==> src/rtl/pipe_ctrl_pkg.sv <==
// Shared types and constants for the pipeline hazard/trap sequencer.
package pipe_ctrl_pkg;

   // Sequencer states
   typedef enum logic [1:0] {
      StRun    = 2'd0,
      StDrain  = 2'd1,
      StCommit = 2'd2
   } state_e;

   // What the pending COMMIT will do
   typedef enum logic [1:0] {
      KindNone = 2'd0,
      KindTrap = 2'd1,
      KindMret = 2'd2
   } kind_e;

   // mcause exception codes
   localparam logic [3:0] CAUSE_ILLEGAL    = 4'd2;
   localparam logic [3:0] CAUSE_BREAKPOINT = 4'd3;
   localparam logic [3:0] CAUSE_ECALL_M    = 4'd11;

   // Cause with ilegl > ebreak > ecall precedence; mret (or nothing) encodes as 0.
   function automatic logic [3:0] enc_cause(input logic ilegl, input logic ebreak,
                                            input logic ecall);
      logic [3:0] c;
      c = 4'd0;
      if (ilegl)       c = CAUSE_ILLEGAL;
      else if (ebreak) c = CAUSE_BREAKPOINT;
      else if (ecall)  c = CAUSE_ECALL_M;
      return c;
   endfunction

endpackage

==> src/rtl/pipe_ctrl_if.sv <==
// Event inputs and stall/flush/redirect/commit outputs of the pipeline sequencer.
interface pipe_ctrl_if #(
   parameter int unsigned XLEN = 64
) ();
   logic            id_load_use_i;
   logic            ex_branch_taken_i;
   logic [XLEN-1:0] ex_branch_target_i;
   logic [XLEN-1:0] ex_pc_i;
   logic            ex_ilegl_i;
   logic            ex_ebreak_i;
   logic            ex_ecall_i;
   logic            ex_mret_i;
   logic            mem_stall_i;
   logic [XLEN-1:0] csr_mtvec_i;
   logic [XLEN-1:0] csr_mepc_i;

   logic            pc_stall_o;
   logic            if_id_stall_o;
   logic            id_ex_stall_o;
   logic            ex_mem_stall_o;
   logic            if_id_flush_o;
   logic            id_ex_flush_o;
   logic            ex_mem_flush_o;
   logic            mem_wb_flush_o;
   logic            id_flush_o;
   logic            redirect_valid_o;
   logic [XLEN-1:0] redirect_pc_o;
   logic            trap_o;
   logic [3:0]      trap_cause_o;
   logic [XLEN-1:0] trap_epc_o;
   logic            mret_o;

   // Pipeline side: raises events, consumes controls
   modport master (
      output id_load_use_i, ex_branch_taken_i, ex_branch_target_i, ex_pc_i,
             ex_ilegl_i, ex_ebreak_i, ex_ecall_i, ex_mret_i, mem_stall_i,
             csr_mtvec_i, csr_mepc_i,
      input  pc_stall_o, if_id_stall_o, id_ex_stall_o, ex_mem_stall_o,
             if_id_flush_o, id_ex_flush_o, ex_mem_flush_o, mem_wb_flush_o, id_flush_o,
             redirect_valid_o, redirect_pc_o, trap_o, trap_cause_o, trap_epc_o, mret_o
   );

   // Sequencer side
   modport slave (
      input  id_load_use_i, ex_branch_taken_i, ex_branch_target_i, ex_pc_i,
             ex_ilegl_i, ex_ebreak_i, ex_ecall_i, ex_mret_i, mem_stall_i,
             csr_mtvec_i, csr_mepc_i,
      output pc_stall_o, if_id_stall_o, id_ex_stall_o, ex_mem_stall_o,
             if_id_flush_o, id_ex_flush_o, ex_mem_flush_o, mem_wb_flush_o, id_flush_o,
             redirect_valid_o, redirect_pc_o, trap_o, trap_cause_o, trap_epc_o, mret_o
   );
endinterface

==> src/rtl/pipe_ctrl.sv <==
// Hazard and trap sequencer: per-stage stall/flush, PC redirect, trap/mret commit.
module pipe_ctrl
   import pipe_ctrl_pkg::*;
#(
   parameter int unsigned XLEN         = 64,
   parameter int unsigned DRAIN_CYCLES = 2   // legal 1..15
) (
   input logic          clk_i,
   input logic          rst_n_i,
   pipe_ctrl_if.slave   bus
);

   localparam logic [3:0] DrainInit = 4'(DRAIN_CYCLES);

   state_e          r_state, w_state_next;
   kind_e           r_kind, w_kind_next;
   logic [3:0]      r_cnt, w_cnt_next;
   logic [3:0]      r_cause, w_cause_next;
   logic [XLEN-1:0] r_epc, w_epc_next;
   logic            w_exc;

   assign w_exc = bus.ex_ilegl_i | bus.ex_ebreak_i | bus.ex_ecall_i | bus.ex_mret_i;

   // State register plus drain counter and latched trap details
   always_ff @(posedge clk_i or negedge rst_n_i) begin
      if (!rst_n_i) begin
         r_state <= StRun;
         r_kind  <= KindNone;
         r_cnt   <= 4'd0;
         r_cause <= 4'd0;
         r_epc   <= '0;
      end else begin
         r_state <= w_state_next;
         r_kind  <= w_kind_next;
         r_cnt   <= w_cnt_next;
         r_cause <= w_cause_next;
         r_epc   <= w_epc_next;
      end
   end

   // Next-state: capture exception in RUN, count non-stalled drain cycles, clear after commit
   always_comb begin
      w_state_next = r_state;
      w_kind_next  = r_kind;
      w_cnt_next   = r_cnt;
      w_cause_next = r_cause;
      w_epc_next   = r_epc;
      unique case (r_state)
         StRun: begin
            if (!bus.mem_stall_i && w_exc) begin
               w_kind_next  = (bus.ex_ilegl_i | bus.ex_ebreak_i | bus.ex_ecall_i) ?
                              KindTrap : KindMret;
               w_cause_next = enc_cause(bus.ex_ilegl_i, bus.ex_ebreak_i, bus.ex_ecall_i);
               w_epc_next   = bus.ex_pc_i;
               w_cnt_next   = DrainInit;
               w_state_next = StDrain;
            end
         end
         StDrain: begin
            if (!bus.mem_stall_i) begin
               w_cnt_next = r_cnt - 4'd1;
               if (r_cnt == 4'd1) w_state_next = StCommit;
            end
         end
         StCommit: begin
            // Latches are cleared so trap_* read 0 again in RUN
            w_state_next = StRun;
            w_kind_next  = KindNone;
            w_cnt_next   = 4'd0;
            w_cause_next = 4'd0;
            w_epc_next   = '0;
         end
         default: w_state_next = StRun;
      endcase
   end

   // Outputs: stall/flush/redirect decode from state and current events
   always_comb begin
      bus.pc_stall_o       = 1'b0;
      bus.if_id_stall_o    = 1'b0;
      bus.id_ex_stall_o    = 1'b0;
      bus.ex_mem_stall_o   = 1'b0;
      bus.if_id_flush_o    = 1'b0;
      bus.id_ex_flush_o    = 1'b0;
      bus.ex_mem_flush_o   = 1'b0;
      bus.mem_wb_flush_o   = 1'b0;
      bus.id_flush_o       = 1'b0;
      bus.redirect_valid_o = 1'b0;
      bus.redirect_pc_o    = '0;
      unique case (r_state)
         StRun: begin
            if (bus.mem_stall_i) begin
               bus.pc_stall_o     = 1'b1;
               bus.if_id_stall_o  = 1'b1;
               bus.id_ex_stall_o  = 1'b1;
               bus.ex_mem_stall_o = 1'b1;
               bus.mem_wb_flush_o = 1'b1;
            end else if (w_exc) begin
               bus.pc_stall_o     = 1'b1;
               bus.if_id_flush_o  = 1'b1;
               bus.id_ex_flush_o  = 1'b1;
               bus.ex_mem_flush_o = 1'b1;
               bus.id_flush_o     = 1'b1;
            end else if (bus.ex_branch_taken_i) begin
               bus.redirect_valid_o = 1'b1;
               bus.redirect_pc_o    = bus.ex_branch_target_i;
               bus.if_id_flush_o    = 1'b1;
               bus.id_ex_flush_o    = 1'b1;
               bus.id_flush_o       = 1'b1;
            end else if (bus.id_load_use_i) begin
               bus.pc_stall_o    = 1'b1;
               bus.if_id_stall_o = 1'b1;
               bus.id_ex_flush_o = 1'b1;
            end
         end
         StDrain: begin
            bus.pc_stall_o = 1'b1;
            if (bus.mem_stall_i) begin
               // Stalled registers hold rather than flush
               bus.if_id_stall_o  = 1'b1;
               bus.id_ex_stall_o  = 1'b1;
               bus.ex_mem_stall_o = 1'b1;
               bus.mem_wb_flush_o = 1'b1;
            end else begin
               bus.if_id_flush_o  = 1'b1;
               bus.id_ex_flush_o  = 1'b1;
               bus.ex_mem_flush_o = 1'b1;
            end
         end
         StCommit: begin
            bus.redirect_valid_o = 1'b1;
            bus.redirect_pc_o    = (r_kind == KindMret) ? bus.csr_mepc_i : bus.csr_mtvec_i;
            bus.if_id_flush_o    = 1'b1;
            bus.id_ex_flush_o    = 1'b1;
         end
         default: ;
      endcase
   end

   // Commit pulses come straight from registered state
   assign bus.trap_o       = (r_state == StCommit) && (r_kind == KindTrap);
   assign bus.mret_o       = (r_state == StCommit) && (r_kind == KindMret);
   assign bus.trap_cause_o = r_cause;
   assign bus.trap_epc_o   = r_epc;

endmodule

==> src/flat_wrapper.sv <==
// flat-port wrapper written by rule: the top's interface ports become plain ports
module pipe_ctrl_flat import pipe_ctrl_pkg::*;
#(
   parameter int unsigned XLEN         = 64,
   parameter int unsigned DRAIN_CYCLES = 2                 
)
  (clk_i, rst_n_i, bus_id_load_use_i, bus_ex_branch_taken_i, bus_ex_branch_target_i, bus_ex_pc_i, bus_ex_ilegl_i, bus_ex_ebreak_i, bus_ex_ecall_i, bus_ex_mret_i, bus_mem_stall_i, bus_csr_mtvec_i, bus_csr_mepc_i, bus_pc_stall_o, bus_if_id_stall_o, bus_id_ex_stall_o, bus_ex_mem_stall_o, bus_if_id_flush_o, bus_id_ex_flush_o, bus_ex_mem_flush_o, bus_mem_wb_flush_o, bus_id_flush_o, bus_redirect_valid_o, bus_redirect_pc_o, bus_trap_o, bus_trap_cause_o, bus_trap_epc_o, bus_mret_o);
  pipe_ctrl_if #(.XLEN(XLEN)) bus_i ();
  input logic clk_i;
  input logic rst_n_i;
  input wire logic [$bits(bus_i.id_load_use_i)-1:0] bus_id_load_use_i;
  input wire logic [$bits(bus_i.ex_branch_taken_i)-1:0] bus_ex_branch_taken_i;
  input wire logic [$bits(bus_i.ex_branch_target_i)-1:0] bus_ex_branch_target_i;
  input wire logic [$bits(bus_i.ex_pc_i)-1:0] bus_ex_pc_i;
  input wire logic [$bits(bus_i.ex_ilegl_i)-1:0] bus_ex_ilegl_i;
  input wire logic [$bits(bus_i.ex_ebreak_i)-1:0] bus_ex_ebreak_i;
  input wire logic [$bits(bus_i.ex_ecall_i)-1:0] bus_ex_ecall_i;
  input wire logic [$bits(bus_i.ex_mret_i)-1:0] bus_ex_mret_i;
  input wire logic [$bits(bus_i.mem_stall_i)-1:0] bus_mem_stall_i;
  input wire logic [$bits(bus_i.csr_mtvec_i)-1:0] bus_csr_mtvec_i;
  input wire logic [$bits(bus_i.csr_mepc_i)-1:0] bus_csr_mepc_i;
  output wire logic [$bits(bus_i.pc_stall_o)-1:0] bus_pc_stall_o;
  output wire logic [$bits(bus_i.if_id_stall_o)-1:0] bus_if_id_stall_o;
  output wire logic [$bits(bus_i.id_ex_stall_o)-1:0] bus_id_ex_stall_o;
  output wire logic [$bits(bus_i.ex_mem_stall_o)-1:0] bus_ex_mem_stall_o;
  output wire logic [$bits(bus_i.if_id_flush_o)-1:0] bus_if_id_flush_o;
  output wire logic [$bits(bus_i.id_ex_flush_o)-1:0] bus_id_ex_flush_o;
  output wire logic [$bits(bus_i.ex_mem_flush_o)-1:0] bus_ex_mem_flush_o;
  output wire logic [$bits(bus_i.mem_wb_flush_o)-1:0] bus_mem_wb_flush_o;
  output wire logic [$bits(bus_i.id_flush_o)-1:0] bus_id_flush_o;
  output wire logic [$bits(bus_i.redirect_valid_o)-1:0] bus_redirect_valid_o;
  output wire logic [$bits(bus_i.redirect_pc_o)-1:0] bus_redirect_pc_o;
  output wire logic [$bits(bus_i.trap_o)-1:0] bus_trap_o;
  output wire logic [$bits(bus_i.trap_cause_o)-1:0] bus_trap_cause_o;
  output wire logic [$bits(bus_i.trap_epc_o)-1:0] bus_trap_epc_o;
  output wire logic [$bits(bus_i.mret_o)-1:0] bus_mret_o;
  assign bus_i.id_load_use_i = bus_id_load_use_i;
  assign bus_i.ex_branch_taken_i = bus_ex_branch_taken_i;
  assign bus_i.ex_branch_target_i = bus_ex_branch_target_i;
  assign bus_i.ex_pc_i = bus_ex_pc_i;
  assign bus_i.ex_ilegl_i = bus_ex_ilegl_i;
  assign bus_i.ex_ebreak_i = bus_ex_ebreak_i;
  assign bus_i.ex_ecall_i = bus_ex_ecall_i;
  assign bus_i.ex_mret_i = bus_ex_mret_i;
  assign bus_i.mem_stall_i = bus_mem_stall_i;
  assign bus_i.csr_mtvec_i = bus_csr_mtvec_i;
  assign bus_i.csr_mepc_i = bus_csr_mepc_i;
  assign bus_pc_stall_o = bus_i.pc_stall_o;
  assign bus_if_id_stall_o = bus_i.if_id_stall_o;
  assign bus_id_ex_stall_o = bus_i.id_ex_stall_o;
  assign bus_ex_mem_stall_o = bus_i.ex_mem_stall_o;
  assign bus_if_id_flush_o = bus_i.if_id_flush_o;
  assign bus_id_ex_flush_o = bus_i.id_ex_flush_o;
  assign bus_ex_mem_flush_o = bus_i.ex_mem_flush_o;
  assign bus_mem_wb_flush_o = bus_i.mem_wb_flush_o;
  assign bus_id_flush_o = bus_i.id_flush_o;
  assign bus_redirect_valid_o = bus_i.redirect_valid_o;
  assign bus_redirect_pc_o = bus_i.redirect_pc_o;
  assign bus_trap_o = bus_i.trap_o;
  assign bus_trap_cause_o = bus_i.trap_cause_o;
  assign bus_trap_epc_o = bus_i.trap_epc_o;
  assign bus_mret_o = bus_i.mret_o;
  pipe_ctrl #(.XLEN(XLEN), .DRAIN_CYCLES(DRAIN_CYCLES)) u_core (.clk_i(clk_i), .rst_n_i(rst_n_i), .bus(bus_i));
endmodule
==> config.mk <==
export PLATFORM = sky130hd
export DESIGN_NAME = pipe_ctrl_flat
export DESIGN_NICKNAME = d
export VERILOG_FILES = /design/src/rtl/pipe_ctrl_pkg.sv /design/src/rtl/pipe_ctrl_if.sv /design/src/rtl/pipe_ctrl.sv /design/src/flat_wrapper.sv
export SDC_FILE = /design/constraint.sdc
export NUM_CORES = 1
export LEC_CHECK = 0
export CORE_AREA = 2 2 159 161
export DETAILED_ROUTE_END_ITERATION = 10
export DIE_AREA = 0 0 161 163
export GPL_ROUTABILITY_DRIVEN = 0
export PLACE_DENSITY_LB_ADDON = 0.3
export SKIP_LAST_GASP = 1
export SYNTH_ARGS = -nofsm -noshare
export SYNTH_HDL_FRONTEND = slang
export SYNTH_SLANG_ARGS = --single-unit
==> constraint.sdc <==
create_clock -name clk_i -period 1.66 [get_ports clk_i]
set_input_delay 0.166 -clock clk_i [delete_from_list [all_inputs] [get_ports clk_i]]
set_output_delay 0.166 -clock clk_i [all_outputs]
set_load 0.01 [all_outputs]
==> flow_metrics.py <==
metrics = {
    "drt": {
        "drtPass1Iterations": 4,
        "via_per_inst": 4.78,
        "vias": 6924,
        "drcViolationCount": 0,
        "routed_wl_um": 31200,
        "ant_nets": 0,
        "first_iter_violations": 261,
        "wire_per_inst_um": 21.5,
    },
    "logic_synthesis": {
        "synth_cell_types": 42,
        "seq_area_frac_synth": 0.325,
        "netlist_instances": 608,
        "synth-edff-count": 0,
        "ys_ff_latch": 75,
        "synthesis.area_um2": 5770,
        "synth_fp_nets": 879,
        "synth_area_per_cell_um2": 9.49,
        "yosys_warnings": 0,
        "netlist_top_cells_count": "nand2_1, dfrtp_1, mux2i_1, o2bb2ai_1, o211ai_2",
        "post-synth-top-area-fraction": 0.325,
        "synth_flop_cell": "dfrtp_1",
        "synthTopCellsByArea": "dfrtp_1, o211ai_2, mux2i_1",
        "yosysTopAreaCell": "dfrtp_1",
        "synth_most_common_cell": "nand2_1",
        "ys_async_sr_fraction": 1.00,
    },
    "worst_setup_path": {
        "rr_worst_depth": 12,
        "max_stage_delay_ns": 0.40,
        "start_kind": "register",
        "path_cells": "nor2b_4, buf_6, buf_8, buf_16, mux2i_2, buf_4, o2bb2ai_1, buf_2",
        "crit_family": "buffers and inverters",
        "path_buf_inv": 5,
        "cp-end-kind": "output port",
        "cp.required_ns": 1.49,
        "cp_slowest_cell": "dfrtp_1",
        "cp_num_cells": 8,
        "crit_fanout": 6,
        "crit_type": "reg2out",
        "arrival_ns": 1.91,
    },
    "place": {
        "dp_hpwl_um": 21200,
        "dp_cells": 1358,
        "port_buffers": 407,
        "postPlaceCellArea_um2": 10600,
    },
    "sta": {
        "setup_viol": 145,
        "fin_skew_ns": 0.00847,
        "rsz0062_at_grt": "yes",
        "final_period_minus_worst_setup_slack_ns": 2.08,
        "fin_setup_tns_ns": -32.18,
        "hold_viol_final": 0,
        "max_freq_mhz": 481,
        "min_period_over_period": 1.25,
        "setup_ws_ns": -0.420,
        "finalMaxSlewViolations": 0,
    },
    "cts": {
        "clock_sinks": 75,
        "clock_path_buffers": 2,
        "cts_root_buf": "clkbuf_16",
        "cts_tree": "done",
        "htree_levels": 3,
        "path_clk_slew_ns": 0.06,
        "cts_buffers": 9,
        "clkLatencyLatePin_ns": 0.33,
    },
    "global_route": {
        "grt.total_usage": 0.221,
        "grt_max_degree": 59,
        "grt_pass1_wl_um": 43900,
        "grt_pass1_vias": 6962,
        "overflow": 0,
        "antenna_found_initial": 2,
    },
    "min_path": {
        "min_path_type": "in2reg",
        "holdPathStages": 5,
    },
    "status": {
        "status": "finished with violations",
        "violations": "setup timing",
    },
    "cells_and_area": {
        "design_area_um2": 12700,
        "stdcell_count": 1450,
        "areaGrowthSynthToFinish_pct": 120,
        "drive_gt1_frac": 0.391,
        "fin_nets": 1385,
    },
    "die": {
        "dieArea_um2": 26200,
        "die_h_um": 163,
        "io_pins": 409,
        "core_area_um2": 24700,
        "die_w_um": 161,
        "start_util": 0.234,
        "num_rows": 58,
    },
    "pwr": {
        "power_leakage_nw": 5.24,
        "powerDensity_nw_per_um2": 1410,
        "ir_drop_mv": 0.806,
    },
    "job": {
        "maxCapViolations": 0,
    },
}
[sequential cells by signal, indices dropped and copies added, names as in the netlist]
signal	count
u_core.bus.trap_cause_o	3
u_core.bus.trap_epc_o	64
u_core.r_cnt	4
u_core.r_kind	2
u_core.r_state	2
[timing repair]
| action | 4_1_cts | 5_1_grt |
|---|---|---|
| setup buffers | 33 | 27 |
| hold buffers | 1 | 0 |
| endpoints found under the hold margin | 31 | 0 |
| cloned | 18 | 5 |
| gates resized for setup | 453 | 86 |
| pin swaps | 16 | 31 |
| endpoints found under the setup margin | 147 | 146 |
[per-stage QoR]
step / power [mW] / hold slack (ns) / setup WS [ns] / utilization
after floorplan: 7.57 / -0.130 / -0.0519 / -
after global placement: 12.2 / 0.161 / -0.715 / 0.431
after detailed placement: 12.3 / 0.158 / -0.747 / 0.431
after CTS: 17.2 / 0.316 / -0.411 / 0.491
after global routing: 18.9 / 0.298 / -0.492 / 0.514
final: 17.9 / 0.272 / -0.420 / 0.514
[cell type report]
cell class / count / area, um2
fillers: 2206 / 12000
inverters: 11 / 51.3
clock buffers: 11 / 253
diodes: 1 / 2.50
well taps: 330 / 413
clock inverters: 5 / 85.1
multi-input cells: 461 / 4180
flip-flops and latches: 75 / 1880
repair buffers: 556 / 5820
[logic make-up after synthesis]
kind of cell / count (synthesis) / share of synthesized area
AOI/OAI and AO/OA: 162 / 0.270
adders and majority gates: 6 / 0.0130
buffers and inverters: 74 / 0.0839
DFF: 75 / 0.325
muxes: 64 / 0.111
other: 1 / 0.000650
and+or+nand+nor: 226 / 0.196
[cell usage in the layout, fill, tap and decap left out, types with 8 or more instances in the layout]
cell | netlist | final
mux2i_4 | 0 | 21
nand2_1 | 135 | 119
clkbuf_16 | 0 | 13
buf_16 | 0 | 12
buf_2 | 14 | 59
nand3_2 | 30 | 31
o211ai_2 | 60 | 60
mux2i_2 | 0 | 11
nand2_4 | 0 | 15
o2bb2ai_2 | 0 | 16
dfrtp_1 | 75 | 75
mux2i_1 | 64 | 32
clkdlybuf4s15_2 | 0 | 8
nand3_1 | 37 | 36
buf_12 | 4 | 27
clkdlybuf4s50_1 | 0 | 326
buf_4 | 11 | 67
o2bb2ai_1 | 64 | 45
buf_6 | 2 | 42
[worst paths after layout]
check	startpoint	to	slack, ns
min reg2reg	u_core.bus.trap_epc_o[9]	u_core.bus.trap_epc_o[9]	0.51
max reg2reg	u_core.r_state[0]	u_core.bus.trap_epc_o[26]	-0.21
max in group asynchronous	rst_n_i	u_core.bus.trap_epc_o[4]	0.76
max	u_core.r_kind[0]	bus_redirect_pc_o[25]	-0.42
min	bus_ex_ebreak_i	u_core.bus.trap_cause_o[3]	0.27
min in group asynchronous	rst_n_i	u_core.bus.trap_epc_o[39]	0.32
[worst reg2reg max path: stages, from the launching register on]
cell and delay (ns):
dfrtp_1 0.35, inv_2 0.06, buf_6 0.11, buf_6 0.11
ha_4 0.17, buf_8 0.14, buf_6 0.12, nor2_4 0.10
buf_6 0.14, buf_8 0.12, bufbuf_16 0.26, nand2_1 0.07
o211ai_2 0.06
[routing by layer]
layer	GRT usage	up-vias	wire (um)	share of wire
met4	0.0864	2	1100	0.035
met1	0.250	3345	11700	0.38
met5	0	-	13	0.00042
li1	-	3256	-	-
met3	0.0764	49	2680	0.086
met2	0.385	272	15700	0.50
[where the power goes]
| part | leakage [nW] | total [mW] | switching (mW) | internal, mW |
|---|---|---|---|---|
| logic | 4.10 | 12.5 | 5.81 | 6.67 |
| registers | 0.975 | 3.19 | 0.658 | 2.53 |
| clock network | 0.162 | 2.23 | 0.821 | 1.41 |
| total | 5.24 | 17.9 | 7.29 | 10.6 |
Power figures use the tool's default switching activity.
